### src/rtl/crc_frame_source_pkg.sv
// Shared CRC-8 constants, frame-source state encoding and the byte-wise
// CRC update used by both the RTL and checker-side models.
package crc_pkg;

    localparam logic [7:0] CRC8_POLY = 8'h07;
    localparam logic [7:0] CRC8_INIT = 8'h00;

    typedef enum logic [2:0] {
        COLLECT,
        DROP,
        SEND_COUNT,
        SEND_DATA,
        SEND_CRC
    } state_e;

    // MSB-first CRC-8, no reflection, no final XOR.
    function automatic logic [7:0] crc8_update(input logic [7:0] crc,
                                               input logic [7:0] data_byte);
        logic [7:0] c;
        c = crc ^ data_byte;
        for (int i = 0; i < 8; i++) begin
            c = c[7] ? ((c << 1) ^ CRC8_POLY) : (c << 1);
        end
        return c;
    endfunction

endpackage

### src/rtl/crc_frame_source_if.sv
// Upstream byte channel, count channel, data channel and the overflow flag.
// master is the frame source itself, slave is its environment.
interface crc_frame_source_if;

    logic       in_valid;
    logic       in_ready;
    logic [7:0] in_data;
    logic       in_last;

    logic       count_valid;
    logic       count_ready;
    logic [7:0] count_data;

    logic       data_valid;
    logic       data_ready;
    logic [7:0] data_data;

    logic       err_overflow;

    modport master (
        input  in_valid, in_data, in_last, count_ready, data_ready,
        output in_ready, count_valid, count_data, data_valid, data_data,
               err_overflow
    );

    modport slave (
        output in_valid, in_data, in_last, count_ready, data_ready,
        input  in_ready, count_valid, count_data, data_valid, data_data,
               err_overflow
    );

endinterface

### src/rtl/crc_frame_source_frame_buffer.sv
// Single-frame byte store: one synchronous write port, one asynchronous
// read port.
module frame_buffer #(
    parameter int DEPTH  = 16,
    parameter int ADDR_W = 4
) (
    input  logic              clk,
    input  logic              wr_en,
    input  logic [ADDR_W-1:0] wr_addr,
    input  logic [7:0]        wr_data,
    input  logic [ADDR_W-1:0] rd_addr,
    output logic [7:0]        rd_data
);

    logic [7:0] mem_q [DEPTH];

    // NOTE: storage is deliberately not reset; a byte is only read after the
    // same frame has written it, and a reset network here costs a lot of area.
    always_ff @(posedge clk) begin
        if (wr_en) begin
            mem_q[wr_addr] <= wr_data;
        end
    end

    assign rd_data = mem_q[rd_addr];

endmodule

### src/rtl/crc_frame_source.sv
// Collects a byte stream into frames while computing CRC-8, then replays
// count, payload and CRC to the downstream checker.
module crc_frame_source
    import crc_pkg::*;
#(
    parameter int MAX_LEN = 16,
    parameter int LEN_W   = $clog2(MAX_LEN + 1)
) (
    input  logic                clk,
    input  logic                rst_n,
    crc_frame_source_if.master  bus
);

    localparam int               IDX_W   = (MAX_LEN > 1) ? $clog2(MAX_LEN) : 1;
    localparam logic [LEN_W-1:0] LEN_MAX = LEN_W'(MAX_LEN);

    state_e           state_q, state_d;
    logic [LEN_W-1:0] len_q, len_d;
    logic [LEN_W-1:0] rd_ptr_q, rd_ptr_d;
    logic [7:0]       crc_q, crc_d;
    logic             err_overflow_q, err_overflow_d;
    logic             in_ready_q, count_valid_q, data_valid_q;

    logic             in_accept, count_xfer, data_xfer, wr_en;
    logic [7:0]       rd_data;

    assign in_accept  = bus.in_valid && in_ready_q;
    assign count_xfer = count_valid_q && bus.count_ready;
    assign data_xfer  = data_valid_q && bus.data_ready;
    assign wr_en      = in_accept && (state_q == COLLECT) && (len_q != LEN_MAX);

    frame_buffer #(
        .DEPTH  (MAX_LEN),
        .ADDR_W (IDX_W)
    ) u_frame_buffer (
        .clk     (clk),
        .wr_en   (wr_en),
        .wr_addr (len_q[IDX_W-1:0]),
        .wr_data (bus.in_data),
        .rd_addr (rd_ptr_q[IDX_W-1:0]),
        .rd_data (rd_data)
    );

    // NOTE: every always_comb output gets a default before the case so no
    // path leaves it unassigned, which would infer a latch.
    always_comb begin
        state_d        = state_q;
        len_d          = len_q;
        rd_ptr_d       = rd_ptr_q;
        crc_d          = crc_q;
        err_overflow_d = 1'b0;

        unique case (state_q)
            COLLECT: begin
                if (in_accept) begin
                    if (len_q == LEN_MAX) begin
                        err_overflow_d = 1'b1;
                        len_d          = '0;
                        crc_d          = CRC8_INIT;
                        state_d        = bus.in_last ? COLLECT : DROP;
                    end else begin
                        len_d = len_q + LEN_W'(1);
                        crc_d = crc8_update(crc_q, bus.in_data);
                        if (bus.in_last) begin
                            state_d = SEND_COUNT;
                        end
                    end
                end
            end
            DROP: begin
                if (in_accept && bus.in_last) begin
                    state_d = COLLECT;
                end
            end
            SEND_COUNT: begin
                if (count_xfer) begin
                    rd_ptr_d = '0;
                    state_d  = SEND_DATA;
                end
            end
            SEND_DATA: begin
                if (data_xfer) begin
                    rd_ptr_d = rd_ptr_q + LEN_W'(1);
                    if (rd_ptr_q == len_q - LEN_W'(1)) begin
                        state_d = SEND_CRC;
                    end
                end
            end
            SEND_CRC: begin
                if (data_xfer) begin
                    len_d   = '0;
                    crc_d   = CRC8_INIT;
                    state_d = COLLECT;
                end
            end
            default: state_d = COLLECT;
        endcase
    end

    // Handshake flags are decoded from the next state so they are plain
    // flops; in_ready stays low while reset is held and rises one edge later.
    // NOTE: state registers use non-blocking assignments so every flop samples
    // the pre-edge values regardless of statement order.
    always_ff @(posedge clk or negedge rst_n) begin
        if (!rst_n) begin
            state_q        <= COLLECT;
            len_q          <= '0;
            rd_ptr_q       <= '0;
            crc_q          <= CRC8_INIT;
            err_overflow_q <= 1'b0;
            in_ready_q     <= 1'b0;
            count_valid_q  <= 1'b0;
            data_valid_q   <= 1'b0;
        end else begin
            state_q        <= state_d;
            len_q          <= len_d;
            rd_ptr_q       <= rd_ptr_d;
            crc_q          <= crc_d;
            err_overflow_q <= err_overflow_d;
            in_ready_q     <= (state_d == COLLECT) || (state_d == DROP);
            count_valid_q  <= (state_d == SEND_COUNT);
            data_valid_q   <= (state_d == SEND_DATA) || (state_d == SEND_CRC);
        end
    end

    assign bus.in_ready     = in_ready_q;
    assign bus.count_valid  = count_valid_q;
    assign bus.data_valid   = data_valid_q;
    assign bus.err_overflow = err_overflow_q;
    assign bus.count_data   = (state_q == SEND_COUNT) ? 8'(len_q) : 8'h00;
    assign bus.data_data    = (state_q == SEND_CRC)  ? crc_q   :
                              (state_q == SEND_DATA) ? rd_data : 8'h00;

endmodule

### src/flat_wrapper.sv
// flat-port wrapper written by rule: the top's interface ports become plain ports
module crc_frame_source_flat import crc_pkg::*;
#(
    parameter int MAX_LEN = 16,
    parameter int LEN_W   = $clog2(MAX_LEN + 1)
)
  (clk, rst_n, bus_in_valid, bus_in_data, bus_in_last, bus_count_ready, bus_data_ready, bus_in_ready, bus_count_valid, bus_count_data, bus_data_valid, bus_data_data, bus_err_overflow);
  crc_frame_source_if bus_i ();
  input  logic clk;
  input  logic rst_n;
  input wire logic [$bits(bus_i.in_valid)-1:0] bus_in_valid;
  input wire logic [$bits(bus_i.in_data)-1:0] bus_in_data;
  input wire logic [$bits(bus_i.in_last)-1:0] bus_in_last;
  input wire logic [$bits(bus_i.count_ready)-1:0] bus_count_ready;
  input wire logic [$bits(bus_i.data_ready)-1:0] bus_data_ready;
  output wire logic [$bits(bus_i.in_ready)-1:0] bus_in_ready;
  output wire logic [$bits(bus_i.count_valid)-1:0] bus_count_valid;
  output wire logic [$bits(bus_i.count_data)-1:0] bus_count_data;
  output wire logic [$bits(bus_i.data_valid)-1:0] bus_data_valid;
  output wire logic [$bits(bus_i.data_data)-1:0] bus_data_data;
  output wire logic [$bits(bus_i.err_overflow)-1:0] bus_err_overflow;
  assign bus_i.in_valid = bus_in_valid;
  assign bus_i.in_data = bus_in_data;
  assign bus_i.in_last = bus_in_last;
  assign bus_i.count_ready = bus_count_ready;
  assign bus_i.data_ready = bus_data_ready;
  assign bus_in_ready = bus_i.in_ready;
  assign bus_count_valid = bus_i.count_valid;
  assign bus_count_data = bus_i.count_data;
  assign bus_data_valid = bus_i.data_valid;
  assign bus_data_data = bus_i.data_data;
  assign bus_err_overflow = bus_i.err_overflow;
  crc_frame_source #(.MAX_LEN(MAX_LEN), .LEN_W(LEN_W)) u_core (.clk(clk), .rst_n(rst_n), .bus(bus_i));
endmodule
### config.mk
export PLATFORM = sky130hd
export DESIGN_NAME = crc_frame_source_flat
export DESIGN_NICKNAME = d
export VERILOG_FILES = /design/src/rtl/crc_frame_source_pkg.sv /design/src/rtl/crc_frame_source_if.sv /design/src/rtl/crc_frame_source_frame_buffer.sv /design/src/rtl/crc_frame_source.sv /design/src/flat_wrapper.sv
export SDC_FILE = /design/constraint.sdc
export NUM_CORES = 1
export LEC_CHECK = 0
export BUFFER_PORTS_ARGS = -buffer_cell sky130_fd_sc_hd__buf_2
export CAP_MARGIN = 10
export CORE_MARGIN = 3
export CORE_UTILIZATION = 45
export DETAILED_ROUTE_END_ITERATION = 8
export HOLD_SLACK_MARGIN = 0.03
export PLACE_DENSITY = 0.65
export SLEW_MARGIN = 15
export SYNTH_ARGS = -nofsm -noshare
export SYNTH_HDL_FRONTEND = slang
export SYNTH_SLANG_ARGS = --single-unit
### constraint.sdc
create_clock -name clk -period 3.7 [get_ports clk]
set_input_delay 0.555 -clock clk [delete_from_list [all_inputs] [get_ports clk]]
set_output_delay 0.555 -clock clk [all_outputs]
set_load 0.02 [all_outputs]
==> metrics.md, run 1 <==
| Metric | Value |
|---|---|
| Leak pwr | `2.63 nW` |
| Mapped Cells | `407` |
| Remaining DRCs | `0` |
| Worst-Skew Late Latency | `420 ps` |
| Fillers | `1116` |
| Mapped cell area | `6650 µm²` |
| CP Capture Type | `primary output` |
| Final Hold Viols | `0` |
| Post-DP Area | `6950 µm²` |
| Worst r2r path cells | `5` |
| Outcome | `finished clean` |
| Post-route ant nets | `0` |
| CTS Buf Count | `17` |
| Worst EP required | `3140 ps` |
| R2R Path Start | `u_core.len_q[0]` |
| Synth cell types | `49` |
| Peak supply drop | `394 µV` |
| Final setup margin | `283 ps` |
| Ys Warns | `0` |
| Fin area | `7480 µm²` |
| Met3 usage | `4.31%` |
| Sw Ratio | `32.7%` |
| DRT iter0 DRCs | `320` |
| Reg clk slew, reported paths | `60 ps` |
| Synth top area share | `57.8%` |
| Sink Count | `153` |
| RR Endpoint | `u_core.u_frame_buffer.mem_q[1][1]` |
| Power Dens Cells | `721 nW/µm²` |
| Reg2reg setup slack | `1160 ps` |
| Row cnt | `43` |
| Min-delay worst type | `input pin to asynchronous set/reset pin` |
| Antenna violations before repair | `0` |
| Overall routing resource usage | `18.6%` |
| Sequential Area | `4470 µm²` |
| Setup_tns | `0 ps` |
| Routability cong. | `0.865` |
| Via count | `3664` |
| I/O Buffers | `30` |
| Endpoints failing setup | `0` |
| Antenna diodes | `0` |
| Avg WL per Cell | `22.2 µm` |
| Top cells by count, synth | `128 x edfxtp_1, 32 x mux4_2, 25 x dfrtp_1, 22 x nand2_1, 21 x o21ai_0` |
| Arr. time, crit path | `2860 ps` |
| Setup Buffers After CTS | `0` |
| Root buffer cell | `clkbuf_16` |
| Hold buffers post-CTS | `0` |
| Synth Flop Type | `edfxtp_1` |
| Fin crit share | `92.3%` |
| Ports | `34` |
| Final HPWL DP | `9170 µm` |
| Met2 usage | `29.9%` |
| Top-count cell post-synth | `edfxtp_1` |
| Maximum root-to-sink buffer count | `2` |
| Core footprint | `14100 µm²` |
| Max Fclk | `293 MHz` |
| Final min period | `3420 ps` |
| Startpoint class of the critical path | `flip-flop` |
| Total gr overflow | `0` |
| Nets@finish | `456` |
| Max Cap Viol | `0` |
| Vias in the first global route | `3785` |
| Worst-Margin Slew | `724 ps` |
| Part of the power in registers | `41.6%` |
| Sequential area share after synthesis | `67.3%` |
| Final Slew Violations | `0` |
| Initial core utilization | `47.0%` |
| Pint | `0.00363 W` |
| Largest net degree at the start of global routing | `26` |
| H-tree depth | `4` |
| Die Y | `128 µm` |
| Clock share of power | `28.5%` |
| Max_slew headroom | `51.6%` |
| Total power | `0.00539 W` |
| EDFF count, synth | `128` |
| First-pass GRT wire length | `22200 µm` |
| GR peak layer | `met2` |
| Combinational Power Share | `29.9%` |
| DIE WIDTH | `128 µm` |
| Worst Path Max Fanout | `17` |
| Worst Skew | `5.31 ps` |
| Sw Pwr | `0.00176 W` |
| P&R area growth vs syn | `12.5%` |
| Synth area leaders | `edfxtp_1 58%, mux4_2 11%, dfrtp_1 9.4%, xnor2_1 2.4%, o21ai_0 1.6%` |
| Multi-input gate area | `2030 µm²` |
| Share of layout cells above drive strength 1 | `23.8%` |
| Kind of critical path | `flip-flop to primary output` |
| #FFs+latches synth | `153` |
| Placement Setup Slack | `690 ps` |
| Detailed Routing Iterations Pass 1 | `5` |
| Area leader, netlist | `edfxtp_1` |
| Via density | `5.82` |
| Met1 Resource Use GR | `25.1%` |
| Final WL | `14000 µm` |
| Die Area | `16300 µm²` |
| Post-cts sizing count | `0` |
| Syn avg cell area | `16.3 µm²` |
| Ys async rst share | `16.3%` |
| Unrepaired setup endpoints after global routing | `no` |
| CTS tree | `done` |
-- placed cells by master (no fill, tap or decap), types with 6 or more instances in the layout --
master     Yosys  routed
nand3_1        8       8
nand2_1       22      22
buf_2          5      30
mux4_2        32      32
clkbuf_16      0      17
dfrtp_1       25      24
buf_4          5       6
and3_1        11      11
xor2_1         8       8
nor2_1        16      16
a221oi_1       8       8
a22o_1        10      10
o21ai_0       21      21
a21oi_1        9       9
edfxtp_1     128     128
inv_1          8       8
xnor2_1       18      18
-- cell families after synthesis --
group | count (synthesis) | synth area share, %
simple gates | 92 | 7.96
flops | 153 | 67.3
compound gates | 59 | 5.86
other cells | 1 | 0.0564
buf+inv | 35 | 2.35
xor+xnor | 29 | 4.56
fa+ha+maj | 5 | 0.941
mux | 33 | 11.0
-- worst max-delay path, cell delays in order (launching register included) --
cell      delay, ps
dfrtp_2         600
buf_4           400
mux4_2          540
a221oi_1        540
o21ai_0         160
buf_2           190
-- worst max path at each step --
stage,startpoint,to,depth (start not counted)
after global placement,u_core.rd_ptr_q[0],bus_data_data[3],6
after floorplan,u_core.rd_ptr_q[0],bus_data_data[6],6
final,u_core.rd_ptr_q[0],bus_data_data[0],5
after global routing,u_core.rd_ptr_q[0],bus_data_data[0],5
after CTS,u_core.rd_ptr_q[0],bus_data_data[0],5
after detailed placement,u_core.rd_ptr_q[0],bus_data_data[0],5
-- per-stage QoR --
stage	instances	utilization (%)	hold slack, ps
finish	630	52.9	144
global route	630	52.9	173
CTS	630	52.9	149
detailed placement	598	49.1	534
global placement	598	49.1	522
floorplan	409	-	259
-- sequential cells by signal (all words and copies together) (netlist names) --
register	cells
u_core.u_frame_buffer.mem_q	128
u_core.crc_q	8
u_core.len_q	5
u_core.rd_ptr_q	5
u_core.state_q	3
u_core.bus.count_valid	1
u_core.bus.data_valid	1
u_core.bus.err_overflow	1
u_core.bus.in_ready	1
-- power by group through the flow --
stage          Clock (W)  Sequential [W]  Combinational, W
2_1_floorplan          0         0.00216           0.00130
3_3_place_gp           0         0.00227           0.00160
3_5_place_dp           0         0.00228           0.00162
4_1_cts          0.00156         0.00224           0.00163
5_1_grt          0.00165         0.00227           0.00177
6_report         0.00154         0.00224           0.00161
-- metal layers --
metal  up-vias  routed length (µm)
li1       1653                   -
met1      1899                6090
met2        92                6940
met3        20                 742
met4         0                 234
met5         -                   0
-- cell type report --
type | instances | area share (%)
tap | 180 | 3.01
sequential | 153 | 59.8
multi-input combinational | 221 | 27.1
timing repair buffer | 36 | 2.61
clock buffer | 17 | 5.69
inverter | 8 | 0.402
clock inverter | 15 | 1.41
Power figures use the tool's default switching activity.
==> run 2, diff against run 1 <==
Settings changed: CORE_UTILIZATION 45 to 40, PLACE_DENSITY 0.65 to 0.59.
==> run 2 against run 1 <==
  * Flip-flop and latch count did not move
  * Final area is 1.5% higher
  * Via count rose by 0.87%
  * Sequential power hardly changed
  * Die area grew 12%
  * Global-route usage decreased by 0.84 points
  * Utilization decreased by 5.6 points
  * Combinational power about the same
  * Non-clock buffer count shrank 1
  * Hold slack got worse by 13 ps
  * Cell count is 5.6% higher
  * Register-to-register slack got worse by 40 ps
  * Critical endpoint is now bus_data_data[5]
  * Largest power group unchanged
==> metrics.md, run 2 (same netlist as run 1, synthesis figures left out) <==
| Metric | Value |
|---|---|
| Outcome | `finished clean` |
| Antenna diodes | `0` |
| Final min period | `3380 ps` |
| Ports | `34` |
| Commonest cells after routing, fill and taps aside | `128 x edfxtp_1, 32 x mux4_2, 30 x buf_2` |
| Fin area | `7590 µm²` |
| Die Area | `18200 µm²` |
| Worst Skew | `9.31 ps` |
| Arr. time, crit path | `2830 ps` |
| Post-cts sizing count | `0` |
| Final setup margin | `315 ps` |
| Setup_tns | `0 ps` |
| Unrepaired setup endpoints after global routing | `no` |
| Hold buffers post-CTS | `0` |
| Final Hold Viols | `0` |
| Vias in the first global route | `3833` |
| Via density | `5.56` |
| Max Cap Viol | `0` |
| Startpoint class of the critical path | `flip-flop` |
| Peak supply drop | `352 µV` |
| CP Capture Type | `primary output` |
| Antenna violations before repair | `0` |
| Final Slew Violations | `0` |
| Avg WL per Cell | `22.6 µm` |
| Sink Count | `153` |
| Largest net degree at the start of global routing | `26` |
| Most flops, register | `u_core.u_frame_buffer.mem_q` |
| CTS Buf Count | `17` |
| Largest regs | `u_core.u_frame_buffer.mem_q: 128 flops, u_core.crc_q: 8 flops` |
| Maximum root-to-sink buffer count | `2` |
| Power Dens Cells | `740 nW/µm²` |
| Via count | `3696` |
| Worst-Skew Late Latency | `420 ps` |
| Final HPWL DP | `9890 µm` |
| Max Fclk | `295 MHz` |
| Fillers | `1374` |
| Min-delay worst type | `input pin to asynchronous set/reset pin` |
| DRT iter0 DRCs | `305` |
| DIE WIDTH | `135 µm` |
| H-tree depth | `4` |
| Sequential Area | `4470 µm²` |
| CTS tree | `done` |
| Kind of critical path | `flip-flop to primary output` |
| Detailed Routing Iterations Pass 1 | `5` |
| Number of flip-flops in the largest register | `128` |
| Final WL | `15000 µm` |
| Endpoints failing setup | `0` |
| Most common cell after layout, fill and taps aside | `edfxtp_1` |
| P&R area growth vs syn | `14.3%` |
| Root buffer cell | `clkbuf_16` |
| I/O Buffers | `30` |
| Nets@finish | `455` |
| Remaining DRCs | `0` |
| Multi-input gate area | `2030 µm²` |
| Crit path cell chain | `buf_12, mux4_2, a221oi_1, o21ai_0, buf_2` |
| Slowest stage delay, CP | `730 ps` |
| Setup Buffers After CTS | `0` |
| Initial core utilization | `41.4%` |
| Core footprint | `16100 µm²` |
| CP max stage cell | `dfrtp_2` |
| Row cnt | `46` |
| Worst-Margin Slew | `886 ps` |
| Overall routing resource usage | `17.8%` |
| Share of layout cells above drive strength 1 | `23.6%` |
| Post-DP Area | `7000 µm²` |
| First-pass GRT wire length | `23400 µm` |
| Max_slew headroom | `40.8%` |
| Leak pwr | `2.67 nW` |
| Total gr overflow | `0` |
| Routability cong. | `0.809` |
| Reg clk slew, reported paths | `60 ps` |
| Post-route ant nets | `0` |
| Worst Path Max Fanout | `21` |
| Worst EP required | `3140 ps` |
| Die Y | `135 µm` |
| Placement Setup Slack | `732 ps` |
| Fin crit share | `91.5%` |
## run 2: worst paths after layout
path | startpoint | endpoint | slack (ps) | depth (start not counted)
min | rst_n | u_core.crc_q[4] | 130 | 1
max reg2reg | u_core.len_q[0] | u_core.u_frame_buffer.mem_q[0][5] | 1120 | 5
min reg2reg | u_core.crc_q[5] | u_core.crc_q[5] | 560 | 2
max | u_core.rd_ptr_q[0] | bus_data_data[5] | 320 | 5
max in group asynchronous | rst_n | u_core.rd_ptr_q[0] | 3130 | 1
min in group clk | bus_in_last | u_core.bus.in_ready | 390 | 2
## run 2: routing by layer
metal  wire [µm]  share of wire [%]  up-vias  global-route usage, %
met5           0                  0        -                      0
met4         257                1.7        0                   6.17
met3         611                4.1       22                   3.46
met2        7670                 51      108                   29.9
met1        6510                 43     1907                   23.3
li1            -                  -     1659                      -
## run 2: final cells by class
class                   count  area share, %
inverters                   8          0.395
flip-flops and latches    153           58.9
clock buffers              20           6.01
repair buffers             35           2.64
well taps                 216           3.56
multi-input cells         221           26.7
clock inverters            12           1.83
## run 2: metrics by stage
step	util, %	hold WS (ps)	power (W)	cells
2_1_floorplan	-	259	0.00346	409
3_3_place_gp	43.6	542	0.00390	633
3_5_place_dp	43.6	547	0.00392	633
4_1_cts	47.3	139	0.00566	665
5_1_grt	47.3	157	0.00589	665
6_report	47.3	131	0.00562	665
## run 2: power by group
group | switching (W) | internal (W)
clock network | 0.000693 | 0.00104
logic | 0.000870 | 0.000758
registers | 0.000233 | 0.00202
## run 2: worst max-delay path: cells and delay by family, from the launching register on
family / cells / cell delay, ps
flip-flops: 1 / 730
AO/OA/AOI/OAI: 2 / 690
multiplexers: 1 / 520
buffers and inverters: 2 / 470
==> run 3, diff against run 2 <==
Settings changed: REMOVE_ABC_BUFFERS from default to 1.
==> run 3 against run 2 <==
  * Die area unchanged
  * Register-to-register slack worse by 50 ps
  * First-iteration DRC count down 5.6%
  * Power down 0.92%
  * Fmax up 3.0%
  * Largest cell class unchanged
  * Flip-flop and latch count unchanged
  * Clock-buffer cell count up 1
  * Cell count up 0.15%
  * Highest routed layer unchanged
  * Routed wire length down 5.8%
==> metrics.md, run 3 (same netlist as run 1, synthesis figures left out) <==
| Metric | Value |
|---|---|
| Slowest stage delay, CP | `800 ps` |
| First-pass GRT wire length | `22600 µm` |
| Avg WL per Cell | `21.3 µm` |
| Via count | `3671` |
| Worst-Skew Late Latency | `420 ps` |
| Largest net degree at the start of global routing | `33` |
| Largest regs | `u_core.u_frame_buffer.mem_q: 128 flops, u_core.crc_q: 8 flops` |
| Share of layout cells above drive strength 1 | `22.7%` |
| DIE WIDTH | `135 µm` |
| Most flops, register | `u_core.u_frame_buffer.mem_q` |
| Worst Skew | `4.88 ps` |
| Setup_tns | `0 ps` |
| Sink Count | `153` |
| CTS Buf Count | `17` |
| Most common cell after layout, fill and taps aside | `edfxtp_1` |
| Post-route ant nets | `0` |
| Kind of critical path | `flip-flop to primary output` |
| Reg clk slew, reported paths | `60 ps` |
| Final Hold Viols | `0` |
| Hold buffers post-CTS | `0` |
| Nets@finish | `457` |
| I/O Buffers | `30` |
| Total gr overflow | `0` |
| Ports | `34` |
| Routability cong. | `0.784` |
| Sequential Area | `4470 µm²` |
| Unrepaired setup endpoints after global routing | `no` |
| Worst Path Max Fanout | `19` |
| Setup Buffers After CTS | `0` |
| Die Y | `135 µm` |
| Row cnt | `46` |
| Endpoints failing setup | `0` |
| Maximum root-to-sink buffer count | `2` |
| Core footprint | `16100 µm²` |
| Number of flip-flops in the largest register | `128` |
| Startpoint class of the critical path | `flip-flop` |
| Commonest cells after routing, fill and taps aside | `128 x edfxtp_1, 32 x mux4_2, 30 x buf_2` |
| Die Area | `18200 µm²` |
| Max Fclk | `304 MHz` |
| Arr. time, crit path | `2730 ps` |
| Worst path buffer plus inverter count | `2` |
| DRT iter0 DRCs | `288` |
| Delay-heaviest family, CP | `flip-flops` |
| Multi-input gate area | `2030 µm²` |
| H-tree depth | `4` |
| CTS tree | `done` |
| Post-cts sizing count | `0` |
| Via density | `5.51` |
| Outcome | `finished clean` |
| Fillers | `1343` |
| WP depth | `5` |
| CP max stage cell | `dfrtp_2` |
| Antenna violations before repair | `0` |
| Fin crit share | `88.9%` |
| Root buffer cell | `clkbuf_16` |
| Worst EP required | `3140 ps` |
| P&R area growth vs syn | `14.3%` |
| Crit path cell chain | `buf_4, mux4_2, a221oi_1, o21ai_0, buf_2` |
| Leak pwr | `2.67 nW` |
| Max_slew headroom | `53.1%` |
| Power Dens Cells | `733 nW/µm²` |
| Final min period | `3290 ps` |
| Max Cap Viol | `0` |
| Total power | `0.00556 W` |
| Peak supply drop | `426 µV` |
| Final WL | `14200 µm` |
| Worst-Margin Slew | `701 ps` |
| Final HPWL DP | `9680 µm` |
| Remaining DRCs | `0` |
| Detailed Routing Iterations Pass 1 | `5` |
| Initial core utilization | `41.4%` |
| CP Capture Type | `primary output` |
| Overall routing resource usage | `16.8%` |
| Worst r2r path cells | `6` |
| Final Slew Violations | `0` |
| Min-delay worst type | `input pin to asynchronous set/reset pin` |
| Antenna diodes | `0` |
| Vias in the first global route | `3939` |
==> run 3: cell count changes in the layout (fill, tap and decap cells not counted), moves of 2 or more <==
cell,before,now
inv_6,6,0
clkbuf_8,2,0
clkinv_1,0,2
clkbuf_1,1,4
==> run 3: layout make-up <==
type / instances / area share (%)
multi-input cells: 221 / 26.7
clock inverters: 10 / 1.68
repair buffers: 37 / 3.00
well taps: 216 / 3.56
clock buffers: 21 / 5.80
flip-flops and latches: 153 / 58.9
inverters: 8 / 0.395
==> run 3: stage by stage <==
stage                     setup slack [ps]  hold slack [ps]  instance area [µm²]  util [%]  std cells
final                                  412              137                 7590      47.3        666
after floorplan                        375              259                 6530         -        382
after global routing                   242              174                 7590      47.3        666
after global placement                 803              523                 7030      43.8        635
after CTS                              325              146                 7590      47.3        666
after detailed placement               807              542                 7030      43.8        635
==> run 3: worst register-to-register path, delay by kind of cell (launching register included) <==
| family | cells | cell delay [ps] |
|---|---|---|
| adder cells (fa/ha/maj) | 1 | 360 |
| AND/OR/NAND/NOR | 3 | 1100 |
| flip-flops | 1 | 480 |
| buffers and inverters | 2 | 390 |
==> run 3: report_power, final <==
part	switching [W]	leakage, nW	internal (W)
combinational	0.000834	0.922	0.000783
sequential	0.000237	1.47	0.00202
clock	0.000642	0.272	0.00105
==> run 3: final timing paths <==
kind,from,to,slack [ps]
max in group asynchronous,rst_n,u_core.rd_ptr_q[0],3150
max reg2reg,u_core.len_q[0],u_core.u_frame_buffer.mem_q[0][3],1070
min,rst_n,u_core.rd_ptr_q[4],140
min reg2reg,u_core.crc_q[0],u_core.crc_q[0],560
max,u_core.rd_ptr_q[0],bus_data_data[0],410
min in group clk,bus_in_last,u_core.bus.in_ready,380
==> run 3: metal layers <==
layer | part of all wire (%) | vias up | GRT usage [%]
met4 | 1.8 | 0 | 5.94
met2 | 50 | 93 | 26.6
met1 | 44 | 1897 | 22.6
li1 | - | 1658 | -
met5 | 0 | - | 0
met3 | 4.4 | 23 | 4.58
